**src/rtl/bot_event_snap_pkg.sv**
```systemverilog
// Shared encodings for the RojoBot event snapshot block: FSM states,
// register window offsets and control register bit positions.
package bot_event_snap_pkg;

  // State encoding is visible to firmware through the status register.
  typedef enum logic [1:0] {
    ST_IDLE = 2'd0,
    ST_PEND = 2'd1,
    ST_SERV = 2'd2
  } snap_state_e;

  // Register window offsets relative to PORT_BASE.
  localparam logic [2:0] OFF_LOCX  = 3'd0;
  localparam logic [2:0] OFF_LOCY  = 3'd1;
  localparam logic [2:0] OFF_SENS  = 3'd2;
  localparam logic [2:0] OFF_INFO  = 3'd3;
  localparam logic [2:0] OFF_STAT  = 3'd4;
  localparam logic [2:0] OFF_OVCNT = 3'd5;
  localparam logic [2:0] OFF_TOCNT = 3'd6;

  // Control register (write to OFF_STAT) bit positions.
  localparam int unsigned CTL_RELEASE = 0;
  localparam int unsigned CTL_ENABLE  = 1;
  localparam int unsigned CTL_CLRCNT  = 2;

endpackage

```
**src/rtl/bot_event_snap_sat_counter8.sv**
```systemverilog
// 8-bit event counter that sticks at 8'hFF; clear has priority over increment.
module sat_counter8 (
  input  logic       clk,
  input  logic       rst,
  input  logic       inc,
  input  logic       clr,
  output logic [7:0] count
);

  // Count register: clear wins, otherwise increment until saturated.
  always_ff @(posedge clk or posedge rst) begin
    if (rst) begin
      count <= 8'h00;
    end else if (clr) begin
      count <= 8'h00;
    end else if (inc && (count != 8'hFF)) begin
      count <= count + 8'd1;
    end
  end

endmodule

```
**src/rtl/bot_event_snap.sv**
```systemverilog
// Captures a coherent RojoBot register snapshot on each update event, raises
// the KCPSM6 interrupt, holds the snapshot until firmware releases it, and
// counts dropped events (overruns) and unacknowledged interrupts (timeouts).
module bot_event_snap
  import bot_event_snap_pkg::*;
#(
  parameter logic [7:0]  PORT_BASE   = 8'h20,
  parameter int unsigned ACK_TIMEOUT = 1000,
  parameter logic        EN_RESET    = 1'b1
) (
  input  logic       clk,
  input  logic       rst,
  input  logic       upd_sysregs,
  input  logic [7:0] locx,
  input  logic [7:0] locy,
  input  logic [7:0] sensors,
  input  logic [7:0] botinfo,
  input  logic [7:0] port_id,
  input  logic [7:0] out_port,
  input  logic       write_strobe,
  input  logic       read_strobe,
  input  logic       interrupt_ack,
  output logic       interrupt,
  output logic [7:0] rd_data,
  output logic       snap_busy
);

  localparam int unsigned TW = $clog2(ACK_TIMEOUT + 1);
  localparam logic [TW-1:0] TIMER_LAST = TW'(ACK_TIMEOUT - 1);

  snap_state_e   state_q, state_d;
  logic [TW-1:0] timer_q, timer_d;
  logic          upd_q;
  logic          enable_q;
  logic [7:0]    locx_q, locy_q, sens_q, info_q;
  logic [7:0]    rd_data_q, rd_data_d;
  logic [7:0]    ovr_cnt, to_cnt;
  logic          ev, capture, ovr_inc, to_inc;
  logic [7:0]    offset;
  logic          win_hit, ctrl_wr, rel_req, clr_cnt;
  logic          unused_inputs;

  // Reads have no side effects, so the strobe and the upper control bits are unused.
  assign unused_inputs = ^{read_strobe, out_port[7:3]};

  assign ev      = upd_sysregs & ~upd_q;
  assign offset  = port_id - PORT_BASE;
  assign win_hit = (offset[7:3] == 5'b0);
  assign ctrl_wr = write_strobe & win_hit & (offset[2:0] == OFF_STAT);
  assign rel_req = ctrl_wr & out_port[CTL_RELEASE];
  assign clr_cnt = ctrl_wr & out_port[CTL_CLRCNT];

  // Next-state logic: capture, ack/timeout handling and overrun detection.
  always_comb begin
    state_d = state_q;
    timer_d = timer_q;
    capture = 1'b0;
    ovr_inc = 1'b0;
    to_inc  = 1'b0;
    unique case (state_q)
      ST_IDLE: begin
        if (ev && enable_q) begin
          capture = 1'b1;
          timer_d = '0;
          state_d = ST_PEND;
        end
      end
      ST_PEND: begin
        if (ev) ovr_inc = 1'b1;
        // Ack has priority over expiry in the same cycle.
        if (interrupt_ack) begin
          state_d = ST_SERV;
        end else if (timer_q == TIMER_LAST) begin
          to_inc  = 1'b1;
          state_d = ST_IDLE;
        end else begin
          timer_d = timer_q + TW'(1);
        end
      end
      ST_SERV: begin
        // A release in the same cycle as an event lets the event start a new capture.
        if (rel_req) begin
          if (ev && enable_q) begin
            capture = 1'b1;
            timer_d = '0;
            state_d = ST_PEND;
          end else begin
            state_d = ST_IDLE;
          end
        end else if (ev) begin
          ovr_inc = 1'b1;
        end
      end
      default: state_d = ST_IDLE;
    endcase
  end

  // State, timer, edge-detect and enable registers.
  always_ff @(posedge clk or posedge rst) begin
    if (rst) begin
      state_q  <= ST_IDLE;
      timer_q  <= '0;
      upd_q    <= 1'b0;
      enable_q <= EN_RESET;
    end else begin
      state_q <= state_d;
      timer_q <= timer_d;
      upd_q   <= upd_sysregs;
      if (ctrl_wr) enable_q <= out_port[CTL_ENABLE];
    end
  end

  // Snapshot registers, loaded only on an accepted event.
  always_ff @(posedge clk or posedge rst) begin
    if (rst) begin
      locx_q <= 8'h00;
      locy_q <= 8'h00;
      sens_q <= 8'h00;
      info_q <= 8'h00;
    end else if (capture) begin
      locx_q <= locx;
      locy_q <= locy;
      sens_q <= sensors;
      info_q <= botinfo;
    end
  end

  sat_counter8 u_ovr_cnt (
    .clk   (clk),
    .rst   (rst),
    .inc   (ovr_inc),
    .clr   (clr_cnt),
    .count (ovr_cnt)
  );

  sat_counter8 u_to_cnt (
    .clk   (clk),
    .rst   (rst),
    .inc   (to_inc),
    .clr   (clr_cnt),
    .count (to_cnt)
  );

  // Read mux for the register window; anything outside it reads zero.
  always_comb begin
    rd_data_d = 8'h00;
    if (win_hit) begin
      case (offset[2:0])
        OFF_LOCX:  rd_data_d = locx_q;
        OFF_LOCY:  rd_data_d = locy_q;
        OFF_SENS:  rd_data_d = sens_q;
        OFF_INFO:  rd_data_d = info_q;
        OFF_STAT:  rd_data_d = {5'b0, state_q, enable_q};
        OFF_OVCNT: rd_data_d = ovr_cnt;
        OFF_TOCNT: rd_data_d = to_cnt;
        default:   rd_data_d = 8'h00;
      endcase
    end
  end

  // Registered read data, updated every cycle regardless of read_strobe.
  always_ff @(posedge clk or posedge rst) begin
    if (rst) rd_data_q <= 8'h00;
    else     rd_data_q <= rd_data_d;
  end

  // Interrupt follows PEND directly so reset removes it without waiting for a clock.
  assign interrupt = (state_q == ST_PEND);
  assign snap_busy = (state_q == ST_PEND) || (state_q == ST_SERV);
  assign rd_data   = rd_data_q;

endmodule

```
**config.mk**
```make
export PLATFORM = sky130hd
export DESIGN_NAME = bot_event_snap
export DESIGN_NICKNAME = d
export VERILOG_FILES = /design/src/rtl/bot_event_snap_pkg.sv /design/src/rtl/bot_event_snap_sat_counter8.sv /design/src/rtl/bot_event_snap.sv
export SDC_FILE = /design/constraint.sdc
export NUM_CORES = 1
export LEC_CHECK = 0
export CORE_MARGIN = 5
export CORE_UTILIZATION = 55
export DETAILED_ROUTE_END_ITERATION = 6
export PLACE_DENSITY_LB_ADDON = 0.1
export SLEW_MARGIN = 20
export SYNTH_ARGS = -nofsm -noshare
export SYNTH_HDL_FRONTEND = slang
export SYNTH_HIERARCHICAL = 1
export SYNTH_SLANG_ARGS = --single-unit
```
**constraint.sdc**
```tcl
create_clock -name clk -period 7.3 [get_ports clk]
set_clock_uncertainty 0.2 [all_clocks]
set_input_delay 1.095 -clock clk [delete_from_list [all_inputs] [get_ports clk]]
set_output_delay 1.095 -clock clk [all_outputs]
set_load 0.02 [all_outputs]
```
# Yosys cells after proc, flatten, opt, wreduce, memory -nomap -nowiden
# Index checks and enable logic that the tools add are counted.
dict set report word_totals {
  reg_bits 70
  wordCells 75
}
dict set report classes {
  addsub 4
  eq_ne 16
  mux 26
  n_bitwise 6
  reduce_logical 12
}
# operator count
set op_table {}
lappend op_table {{8-bit one-hot mux with 7 select lines} 1}
lappend op_table {{10-bit two-way mux} 4}
lappend op_table {{8-bit two-way mux} 5}
lappend op_table {{10-bit one-hot mux with 3 select lines} 1}
lappend op_table {{8-bit by 1-bit adder with 8-bit output (second input constant)} 2}
lappend op_table {{8-bit inequality test (second input constant)} 2}
lappend op_table {{10-bit by 1-bit adder with 10-bit output (second input constant)} 1}
lappend op_table {{10-bit equality test (second input constant)} 1}
lappend op_table {{3-bit equality test (second input constant)} 3}
lappend op_table {{1-bit two-way mux} 8}
lappend op_table {{2-bit two-way mux} 4}
lappend op_table {{2-bit inequality test (second input constant)} 4}
lappend op_table {{8-bit by 6-bit subtractor with 8-bit output (second input constant)} 1}
lappend op_table {{3-bit by 2-bit equality test with 1-bit output (second input constant)} 2}
lappend op_table {{2-bit one-hot mux with 3 select lines} 1}
lappend op_table {{1-bit bitwise AND} 5}
lappend op_table {{5-bit logical NOT} 1}
lappend op_table {{1-bit one-hot mux with 2 select lines} 2}
lappend op_table {{4-bit AND reduction} 1}
lappend op_table {{2-bit nonzero test} 2}
lappend op_table {{3-bit by 1-bit equality test with 1-bit output (second input constant)} 1}
lappend op_table {{1-bit logical AND} 3}
lappend op_table {{3-bit logical NOT} 1}
lappend op_table {{3-bit by 2-bit inequality test with 1-bit output (second input constant)} 1}
lappend op_table {{other kinds (7)} 7}

# Logic depth before layout (Yosys ltp)
# Gate-level depths: netlist of the first run.
dict set report logic_depth {
  word_depth 10
  ltp_mapped 8
  ltp_nobuf 7
}

# Modules after synthesis
# The synthesis of the first run kept the hierarchy.
# mod n_inst cells_per_inst area_per_inst_um2 seq_area_each_um2
set modules_own_cells {}
lappend modules_own_cells {bot_event_snap 1 219 2745.1 1352.5}
lappend modules_own_cells {sat_counter8 2 49 504.2 200.2}

# Worst setup path after synthesis of the first run
# OpenSTA, ideal clock, no wires.
dict set report synth_path {
  path_type {input to register}
  from {input port_id[3]}
  to {register u_ovr_cnt.count[7]}
  setup_time_ps 120
  arrival_ps 2892
  required_ps 6980
  setup_slack_ps 4088
  cell_stages 6
  cell_sequence {or4b_4 -> o41ai_4 -> a21oi_1 -> nand4_1 -> and2b_1 -> o211a_1}
}
dict set report synth_between {
  elab_chain_len 9
  word_cells_on_any_way 11
  classes_between {add/sub: 1; mux: 3; bitwise: 4; reduce/logical: 3}
}
# element line_no
set synth_rtl {}
lappend synth_rtl {{from (decl)} bot_event_snap.sv:18} ;# input logic [7:0] port_id,
lappend synth_rtl {{8-bit by 6-bit subtractor with 8-bit output} bot_event_snap.sv:47} ;# assign offset = port_id - PORT_BASE;
lappend synth_rtl {{5-bit logical NOT} bot_event_snap.sv:48} ;# assign win_hit = (offset[7:3] == 5'b0);
lappend synth_rtl {{1-bit bitwise AND (2 in a row)} bot_event_snap.sv:49} ;# assign ctrl_wr = write_strobe & win_hit & (offset[2:0] == OFF_STAT);
lappend synth_rtl {{1-bit bitwise AND} bot_event_snap.sv:50} ;# assign rel_req = ctrl_wr & out_port[CTL_RELEASE];
lappend synth_rtl {{1-bit two-way mux} bot_event_snap.sv:82} ;# if (rel_req) begin
lappend synth_rtl {{1-bit one-hot mux with 2 select lines} bot_event_snap.sv:60} ;# unique case (state_q)
lappend synth_rtl {{via ovr_inc} bot_event_snap.sv:38} ;# logic ev, capture, ovr_inc, to_inc;
lappend synth_rtl {{1-bit logical AND} bot_event_snap_sat_counter8.sv:16} ;# end else if (inc && (count != 8'hFF)) begin
lappend synth_rtl {{2-bit nonzero test (no source line)} -}
lappend synth_rtl {{to (signal assigned)} bot_event_snap_sat_counter8.sv:17} ;# count <= count + 8'd1;
lappend synth_rtl {{to (decl)} bot_event_snap_sat_counter8.sv:7} ;# output logic [7:0] count
# The timed path passes the listed nets, and every way through them passes these cells.
# A chain may end at the register's enable or synchronous reset.

# Worst setup path after layout of the first run
dict set report layout_path {
  from {input port_id[2]}
  to {register u_ovr_cnt.count[1]}
}
dict set report layout_between {
  word_cells_on_any_way 12
  classes_between {add/sub: 1; eq/ne: 1; mux: 3; bitwise: 4; reduce/logical: 3}
}
# element line_no
set layout_lines {}
lappend layout_lines {{8-bit by 6-bit subtractor with 8-bit output *} bot_event_snap.sv:47}
lappend layout_lines {{5-bit logical NOT} bot_event_snap.sv:48}
lappend layout_lines {{1-bit bitwise AND} bot_event_snap.sv:49}
lappend layout_lines {{1-bit bitwise AND *} bot_event_snap.sv:49}
lappend layout_lines {{1-bit bitwise AND *} bot_event_snap.sv:51} ;# assign clr_cnt = ctrl_wr & out_port[CTL_CLRCNT];
lappend layout_lines {{via clr_cnt} bot_event_snap.sv:40} ;# logic win_hit, ctrl_wr, rel_req, clr_cnt;
lappend layout_lines {{8-bit two-way mux or 2-bit nonzero test (tied branches)} -}
# Mark *: on every way through the listed nets, which the timed path passes. The rest lies on a longest branch.

==> results of run 1 <==
## final cells by class
class	count	area [um^2]	area share, %
clock buffer	10	138	2.99
clock inverter	6	85.1	1.85
inverter	11	41.3	0.898
multi-input combinational	223	1880	40.9
sequential	70	1750	38.1
tap	80	100	2.18
timing repair buffer	61	601	13.1
## layout by cell type (no fill, tap or decap), drive strengths merged, types with 4 or more instances in the layout
cell / instances
a211oi: 9
a21oi: 17
a22oi: 5
buf: 4
clkbuf: 10
clkdlybuf4s50: 57
dfrtp: 69
ha: 7
inv: 11
mux2: 43
mux2i: 7
mux4: 8
nand2: 18
nand2b: 4
nand3: 9
nand4: 5
nor2: 24
nor2b: 10
nor3: 6
o211ai: 4
o21ai: 7
or3: 4
## metrics by stage
step           cell area, um^2  setup slack, ns  util, %
2_1_floorplan             3750             4.09        -
4_1_cts                   4600             3.58     68.4
6_report                  4600             3.59     68.4
5_1_grt                   4600             3.34     68.4
3_3_place_gp              4370             3.27     65.1
3_5_place_dp              4370             3.21     65.1
## synth_stat cells, drive strengths merged (5+ instances only)
library cell,n
dfrtp,69
mux2,43
nor2,24
nand2,18
a21oi,17
inv,11
nor2b,10
a211oi,9
nand3,9
mux4,8
clkbuf,7
ha,7
mux2i,7
o21ai,7
buf,6
nor3,6
a22oi,5
nand4,5
## flip-flops by register name (all words and copies together) (netlist names)
name	flops
upd_q	1
locy_q	8
u_ovr_cnt/count	8
state_q	2
info_q	8
timer_q	10
locx_q	8
rd_data	8
sens_q	8
u_to_cnt/count	8
enable_q	1
## power groups by stage
stage               clock, mW  combinational (mW)  sequential [mW]
detailed placement          0               0.244            0.480
CTS                     0.355               0.244            0.472
floorplan                   0               0.174            0.468
finish                  0.349               0.242            0.472
global placement            0               0.240            0.476
global route            0.372               0.269            0.479
## worst max-delay path, cell delays in order
cell	delay [ns]
clkdlybuf4s50_1	0.95
nand4bb_1	0.27
nor3_1	0.34
and2_1	0.66
inv_1	0.22
nand2_1	0.12
mux2i_1	0.07
## logic make-up after synthesis
kind of cell	count (synthesis)	synth area share [%]
mux	58	20.4
simple gates	101	14.9
buf+inv	24	3.37
xor+xnor	2	0.467
flops	70	46.7
compound gates	55	11.9
fa+ha+maj	7	2.33
## worst paths after layout
kind                             from            endpoint  depth (start not counted)
min in group asynchronous         rst   u_to_cnt/count[7]                          2
max in group asynchronous         rst           locx_q[5]                          3
min reg2reg                 locx_q[6]           locx_q[6]                          1
max reg2reg                state_q[1]   u_to_cnt/count[5]                          7
max                        port_id[2]  u_ovr_cnt/count[1]                          7
min                         locx_q[6]           locx_q[6]                          1
## layer usage
| metal | track usage (%) | vias to the layer above |
|---|---|---|
| met5 | 0 | - |
| met4 | 6.84 | 0 |
| met3 | 4.87 | 8 |
| met2 | 32.0 | 71 |
| met1 | 26.7 | 1305 |
| li1 | - | 1286 |
==> flow_metrics.tcl, run 1 <==
set metrics [dict create \
    setup_viol 0 \
    dr.max_layer_used "met4" \
    synth.avg_cell_area_um2 11.8 \
    clk_pin_slew_worst_paths_ns 0.07 \
    die_h_um 92.6 \
    grt_setup_unrepaired "false" \
    grt-ovfl-total 0 \
    gp_congestion 0.852 \
    grt_pass1_wl_um 13400 \
    cts_sinks 70 \
    std_cell_rows 30 \
    cts_root_buf "clkbuf_8" \
    drive_above_1_share_pct 23.9 \
    crit_type "in -> reg" \
    finalNonFillerCells 461 \
    tightest_slew_ns 0.744 \
    clk_latency_ns 0.35 \
    cts_resized 0 \
    dieArea_um2 8580 \
    hold_viol 0 \
    fin_setup_tns_ns 0 \
    die_x_um 92.6 \
    fillers 496 \
    drt-met1-wl_um 3510 \
    synth_top_area_cell "dfrtp_1" \
    regToRegSetupSlack_ns 4.60 \
    cp.required_ns 7.33 \
    async_flop_share_pct 100 \
    flow.area_growth_from_synthesis_pct 22.4 \
    hold_buffers 0 \
    maxSlewHeadroom_pct 50.2 \
    yosys_warnings 6 \
    firstDrtPassIters 4 \
    power_density_nw_per_um2 231 \
    totalPowerFinal_mw 1.06 \
    routed-wl-met2_um 3710 \
    min_path_type "reg -> reg" \
    cts_setup_buffers 0 \
    wirelength_um 7730 \
    ant_nets 0 \
    drt_iter0_markers 99 \
    ctsHtreeMaxLevel 3 \
    syn_nets 378 \
    netSwitchingFraction_pct 27.9 \
    hpwlAfterDp_um 5600 \
    netlist_area_um2 3750 \
    drv_slew 0 \
    combinationalPowerShare_pct 22.8 \
    io_pins 64 \
    p_int_mw 0.767 \
    cp_max_fo 20 \
    min_period_ns 3.71 \
    grt_antenna_before_repair 0 \
    grt_pass1_vias 2706 \
    p_sw_mw 0.297 \
    start_util_pct 55.9 \
    io_buffers 57 \
    routedWlPerCell_um 16.8 \
    cts_tree "yes" \
    outcome "finished clean" \
    cts_buffer_depth 2 \
    ys.flop_type "dfrtp_1" \
    cts_made_buffers 9 \
    yosys-top-cells-area "dfrtp_1 46%, mux2_2 9.6%, mux4_2 4.8%, mux2_4 3.2%, nor2_1 2.4%" \
    startpoint_type "input port" \
    timing.max_cap.violations 0 \
    viasPerCell 5.79 \
    grt_usage_pct 20.0 \
    fmax_mhz 270 \
    whs_ns 0.294 \
    placedCellCount 445 \
    vias 2670 \
    ir_worst_vdd_uv 135 \
    period_share_pct 50.8 \
    cp.arrival_ns 3.74 \
    wl_met3_um 417 \
    pwr-share-seq_pct 44.4 \
    p_leak_nw 2.04 \
    nets 437 \
    ys_ff_latch 70 \
    synth_cells 317 \
    grt_max_degree 55 \
    synth.top_cell.area_share_pct 46.0 \
    synth-seq-area-share_pct 46.7 \
    synth_edf_count 0 \
    insertedDiodeCount 0 \
    p_clk_share_pct 32.9 \
    fp.coreArea_um2 6720 \
    end_kind "flop" \
    yosysUniqueCellTypes 56 \
    drc_errors 0 \
]
No activity file was read; power rests on OpenSTA's default activity.
==> run 2, diff against run 1 <==
- CORE_UTILIZATION: 55 -> 53
- clock period: 7.3 -> 3.7 ns (I/O delays scaled with it)
==> run 2 against run 1 <==
Against the previous run:
- final area increased by 2.3%
- critical endpoint is now u_ovr_cnt/count[5]
- largest power group unchanged
- hold slack worse by 0.0054 ns
- non-clock buffer count rose by 4
- highest routed layer unchanged
- clock-buffer cell count grew 1
- largest cell class unchanged
- critical path depth up 1
==> flow_metrics.tcl, run 2 (synthesized netlist as in run 1, its figures left out) <==
set metrics [dict create \
    drt_iter0_markers 141 \
    critical-path-slowest-cell "clkdlybuf4s50_1" \
    p_sw_mw 0.589 \
    grt_pass1_wl_um 13700 \
    cp_cell_sequence "clkdlybuf4s50_1 > nand4bb_1 > o41ai_4 > buf_4 > a21oi_1 > nand4_1 > a211oi_2 > mux2_4" \
    cts_tree "yes" \
    p_leak_nw 2.09 \
    pwr-share-seq_pct 41.0 \
    drc_errors 0 \
    hold_buffers 0 \
    fin_setup_tns_ns 0 \
    vias 2734 \
    p_clk_share_pct 37.4 \
    std_cell_rows 30 \
    wirelength_um 8100 \
    nets 441 \
    timing.max_cap.violations 0 \
    ir_worst_vdd_uv 296 \
    drive_above_1_share_pct 24.7 \
    flow.area_growth_from_synthesis_pct 25.3 \
    fmax_mhz 354 \
    placed_area_um2 4420 \
    setup_ws_ns 0.873 \
    crit_type "in -> reg" \
    power_density_nw_per_um2 482 \
    maxSlewHeadroom_pct 65.2 \
    ant_nets 0 \
    die_x_um 94.2 \
    final_common_cell "dfrtp_1" \
    pre_cts_ws_ns 0.541 \
    placedCellCount 465 \
    largest_reg_flops 10 \
    critPathMaxStageDelay_ns 0.48 \
    cp_max_fo 7 \
    min_path_type "reg -> reg" \
    routedWlPerCell_um 16.8 \
    grt_usage_pct 20.2 \
    worst_r2r_path_depth 7 \
    cp_num_buf_inv 2 \
    totalPowerFinal_mw 2.27 \
    regToRegSetupSlack_ns 1.04 \
    grt_pass1_vias 2822 \
    io_buffers 57 \
    crit_start "port_id[0]" \
    cts_made_buffers 9 \
    r2r_start "state_q[1]" \
    clk_latency_ns 0.34 \
    cts_setup_buffers 0 \
    finish.utilization_pct 68.8 \
    worstReg2RegEnd "u_to_cnt/count[5]" \
    clk_pin_slew_worst_paths_ns 0.08 \
    cts_resized 0 \
    startpoint_type "input port" \
    cts_root_buf "clkbuf_8" \
    insertedDiodeCount 0 \
    setup_viol 0 \
    hpwlAfterDp_um 5930 \
    cp_top_family "compound AO/OA/AOI/OAI gates" \
    netSwitchingFraction_pct 26.0 \
    grt_max_degree 33 \
    cp.arrival_ns 2.86 \
    cts_sinks 70 \
    fp.coreArea_um2 6830 \
    largest-register "timer_q" \
    end_kind "flop" \
    cts_buffer_depth 2 \
    outcome "finished clean" \
    hold_viol 0 \
    period_share_pct 76.4 \
    finalNonFillerCells 481 \
    cp.required_ns 3.73 \
    firstDrtPassIters 4 \
    design_area_um2 4700 \
    combinationalPowerShare_pct 21.6 \
    start_util_pct 54.9 \
    gp_congestion 0.894 \
    io_pins 64 \
    ctsHtreeMaxLevel 3 \
    grt_setup_unrepaired "false" \
    die_h_um 94.2 \
    tightest_slew_ns 0.522 \
    crit_cells 8 \
    worstSetupEndpoint "u_ovr_cnt/count[5]" \
    dieArea_um2 8870 \
    grt-ovfl-total 0 \
    grt_antenna_before_repair 0 \
    drv_slew 0 \
    min_period_ns 2.83 \
    mostFrequentLayoutCells "69 x dfrtp_1, 57 x clkdlybuf4s50_1, 32 x mux2_2" \
    whs_ns 0.289 \
    viasPerCell 5.68 \
    p_int_mw 1.68 \
]
run 2: cell count changes in the layout (fill, tap and decap cells not counted):
cell | previous run | this run
clkinv_2 | 2 | 0
bufinv_16 | 2 | 4
clkinv_4 | 0 | 1
clkinvlp_4 | 2 | 0
clkbuf_8 | 10 | 11
buf_4 | 4 | 8
run 2: worst min-delay path by stage:
stage	cells after the start	startpoint	endpoint	slack, ns
floorplan	1	rst	u_ovr_cnt/count[0]	0.17
global placement	1	locx_q[6]	locx_q[6]	0.27
detailed placement	1	info_q[0]	info_q[0]	0.28
CTS	1	info_q[0]	info_q[0]	0.30
global route	1	locx_q[6]	locx_q[6]	0.32
finish	1	info_q[0]	info_q[0]	0.29
run 2: cell type report:
class | instances | area [um^2]
clock buffer | 11 | 151
fill | 525 | 2130
tap | 96 | 120
multi-input combinational | 223 | 1880
sequential | 70 | 1750
clock inverter | 5 | 129
inverter | 11 | 41.3
timing repair buffer | 65 | 631
run 2: power groups by stage:
stage / logic, mW / registers (mW) / clock network [mW]
2_1_floorplan: 0.343 / 0.924 / 0
3_5_place_dp: 0.491 / 0.945 / 0
6_report: 0.490 / 0.930 / 0.847
4_1_cts: 0.494 / 0.929 / 0.860
3_3_place_gp: 0.476 / 0.940 / 0
5_1_grt: 0.540 / 0.945 / 0.890
run 2: worst reg2reg max path, cell delays in order, from the launching register on:
cell and delay (ns):
dfrtp_1 0.41, inv_1 0.11, ha_1 0.33, or2b_2 0.37, nor2_1 0.29, nand4_1 0.25
a211oi_2 0.28, mux2_4 0.32
run 2: layer usage:
metal | share of wire, % | vias to the layer above | global-route usage (%)
li1 | - | 1285 | -
met1 | 45 | 1363 | 26.2
met2 | 48 | 75 | 33.2
met3 | 5.1 | 11 | 4.09
met4 | 1.8 | 0 | 8.06
met5 | 0 | - | 0
==> run 3, diff against run 2 <==
- CORE_UTILIZATION: 53 -> 48
- clock period: 3.7 -> 2.4 ns (I/O delays scaled with it)
==> run 3 against run 2 <==
Against the previous run:
- register-to-register slack got worse by 0.94 ns
- wire length is 5.3% higher
- worst setup slack worse by 0.78 ns
- combinational power grew 83%
- non-clock buffer count is 26 higher
- via count grew 0.18%
- sequential cell count is the same
- critical endpoint is now timer_q[4]
- largest power group unchanged
- highest routed layer unchanged
==> flow_metrics.tcl, run 3 (synthesized netlist as in run 1, its figures left out) <==
set metrics [dict create \
    power_density_nw_per_um2 673 \
    crit_start "state_q[0]" \
    drv_slew 0 \
    placedCellCount 496 \
    start_util_pct 48.8 \
    critPathMaxStageDelay_ns 0.43 \
    hpwlAfterDp_um 6220 \
    fp.coreArea_um2 7690 \
    die_h_um 98.4 \
    grt-ovfl-total 0 \
    mostFrequentLayoutCells "69 x dfrtp_1, 52 x clkdlybuf4s50_1, 32 x mux2_2" \
    p_clk_share_pct 29.3 \
    grt_pass1_wl_um 14300 \
    largest-register "timer_q" \
    die_x_um 98.4 \
    cp_num_buf_inv 2 \
    p_int_mw 2.32 \
    fmax_mhz 434 \
    outcome "finished clean" \
    gp_congestion 0.850 \
    hold_viol 0 \
    cts_made_buffers 9 \
    worst_r2r_path_depth 8 \
    grt_setup_unrepaired "true" \
    grt_antenna_before_repair 0 \
    finish.utilization_pct 63.8 \
    firstDrtPassIters 4 \
    drive_above_1_share_pct 30.9 \
    largest_reg_flops 10 \
    end_kind "flop" \
    cp_top_family "simple AND/OR/NAND/NOR gates" \
    cp_common_cell "buf_4" \
    nets 467 \
    crit_type "reg -> reg" \
    cts_buffer_depth 2 \
    worstReg2RegEnd "timer_q[4]" \
    ant_nets 0 \
    wirelength_um 8530 \
    min_path_type "in -> async" \
    setup_viol 0 \
    fin_setup_tns_ns 0 \
    grt_usage_pct 18.5 \
    clk_pin_slew_worst_paths_ns 0.08 \
    startpoint_type "flop" \
    io_pins 64 \
    viasPerCell 5.34 \
    flow.area_growth_from_synthesis_pct 30.6 \
    pwr-share-seq_pct 43.4 \
    routedWlPerCell_um 16.6 \
    combinationalPowerShare_pct 27.2 \
    drc_errors 0 \
    clk_latency_ns 0.34 \
    grt_pass1_vias 2929 \
    netSwitchingFraction_pct 29.7 \
    period_share_pct 96.0 \
    cp.arrival_ns 2.38 \
    cp.required_ns 2.48 \
    maxSlewHeadroom_pct 76.9 \
    grt_max_degree 55 \
    whs_ns 0.160 \
    pre_cts_ws_ns -0.418 \
    ir_worst_vdd_uv 406 \
    cts_root_buf "clkbuf_8" \
    p_sw_mw 0.981 \
    dieArea_um2 9690 \
    drt_iter0_markers 101 \
    io_buffers 57 \
    cts_sinks 70 \
    finalNonFillerCells 513 \
    crit_cells 8 \
    cp_max_fo 5 \
    std_cell_rows 32 \
    tightest_slew_ns 0.346 \
    timing.max_cap.violations 0 \
    vias 2739 \
    setup_ws_ns 0.0970 \
    cp_cell_sequence "ha_2 > or2b_2 > buf_4 > a31oi_2 > buf_4 > o211ai_4 > or3_4 > a21oi_2" \
    insertedDiodeCount 0 \
    ctsHtreeMaxLevel 3 \
    cts_tree "yes" \
    regToRegSetupSlack_ns 0.1 \
    critical-path-slowest-cell "dfrtp_1" \
    p_leak_nw 2.20 \
    final_common_cell "dfrtp_1" \
    r2r_start "state_q[0]" \
    min_period_ns 2.30 \
]
## run 3: worst reg2reg max path, stage by stage (launching register included)
cell	delay, ns
dfrtp_1	0.43
ha_2	0.21
or2b_2	0.33
buf_4	0.15
a31oi_2	0.14
buf_4	0.18
o211ai_4	0.10
or3_4	0.38
a21oi_2	0.13
## run 3: worst max path at each step
stage,endpoint
3_5_place_dp,timer_q[7]
5_1_grt,u_to_cnt/count[5]
2_1_floorplan,u_ovr_cnt/count[7]
3_3_place_gp,timer_q[4]
6_report,timer_q[4]
4_1_cts,u_to_cnt/count[5]
## run 3: cell type report
cell class              instances  area [um^2]
clock buffers                  10          128
fillers                       638         2780
well taps                     102          128
inverters                      11         41.3
clock inverters                 6         70.1
multi-input cells             223         1920
repair buffers                 91          865
flip-flops and latches         70         1750
## run 3: power by group through the flow
stage / combinational (mW) / clock (mW) / sequential (mW)
6_report: 0.898 / 0.967 / 1.43
5_1_grt: 0.986 / 1.05 / 1.45
4_1_cts: 0.905 / 0.985 / 1.43
3_5_place_dp: 0.891 / 0 / 1.45
3_3_place_gp: 0.873 / 0 / 1.45
2_1_floorplan: 0.536 / 0 / 1.42
## run 3: metrics by stage
stage          area [um^2]  power (mW)
6_report              4900        3.30
3_3_place_gp          4660        2.32
2_1_floorplan         3760        1.96
3_5_place_dp          4660        2.34
4_1_cts               4870        3.32
5_1_grt               4900        3.49
## run 3: what timing repair did
action | in CTS | in global routing
pin swaps | 6 | 8
setup endpoints to repair | 9 | 9
gates resized for setup | 5 | 8
hold buffers | 0 | 0
buffers inserted | 1 | 0
## run 3: routing by layer
layer	share of wire, %	global-route usage [%]
met5	0	0
met4	1.6	6.93
met3	3.6	3.89
met2	49	29.4
met1	46	25.1
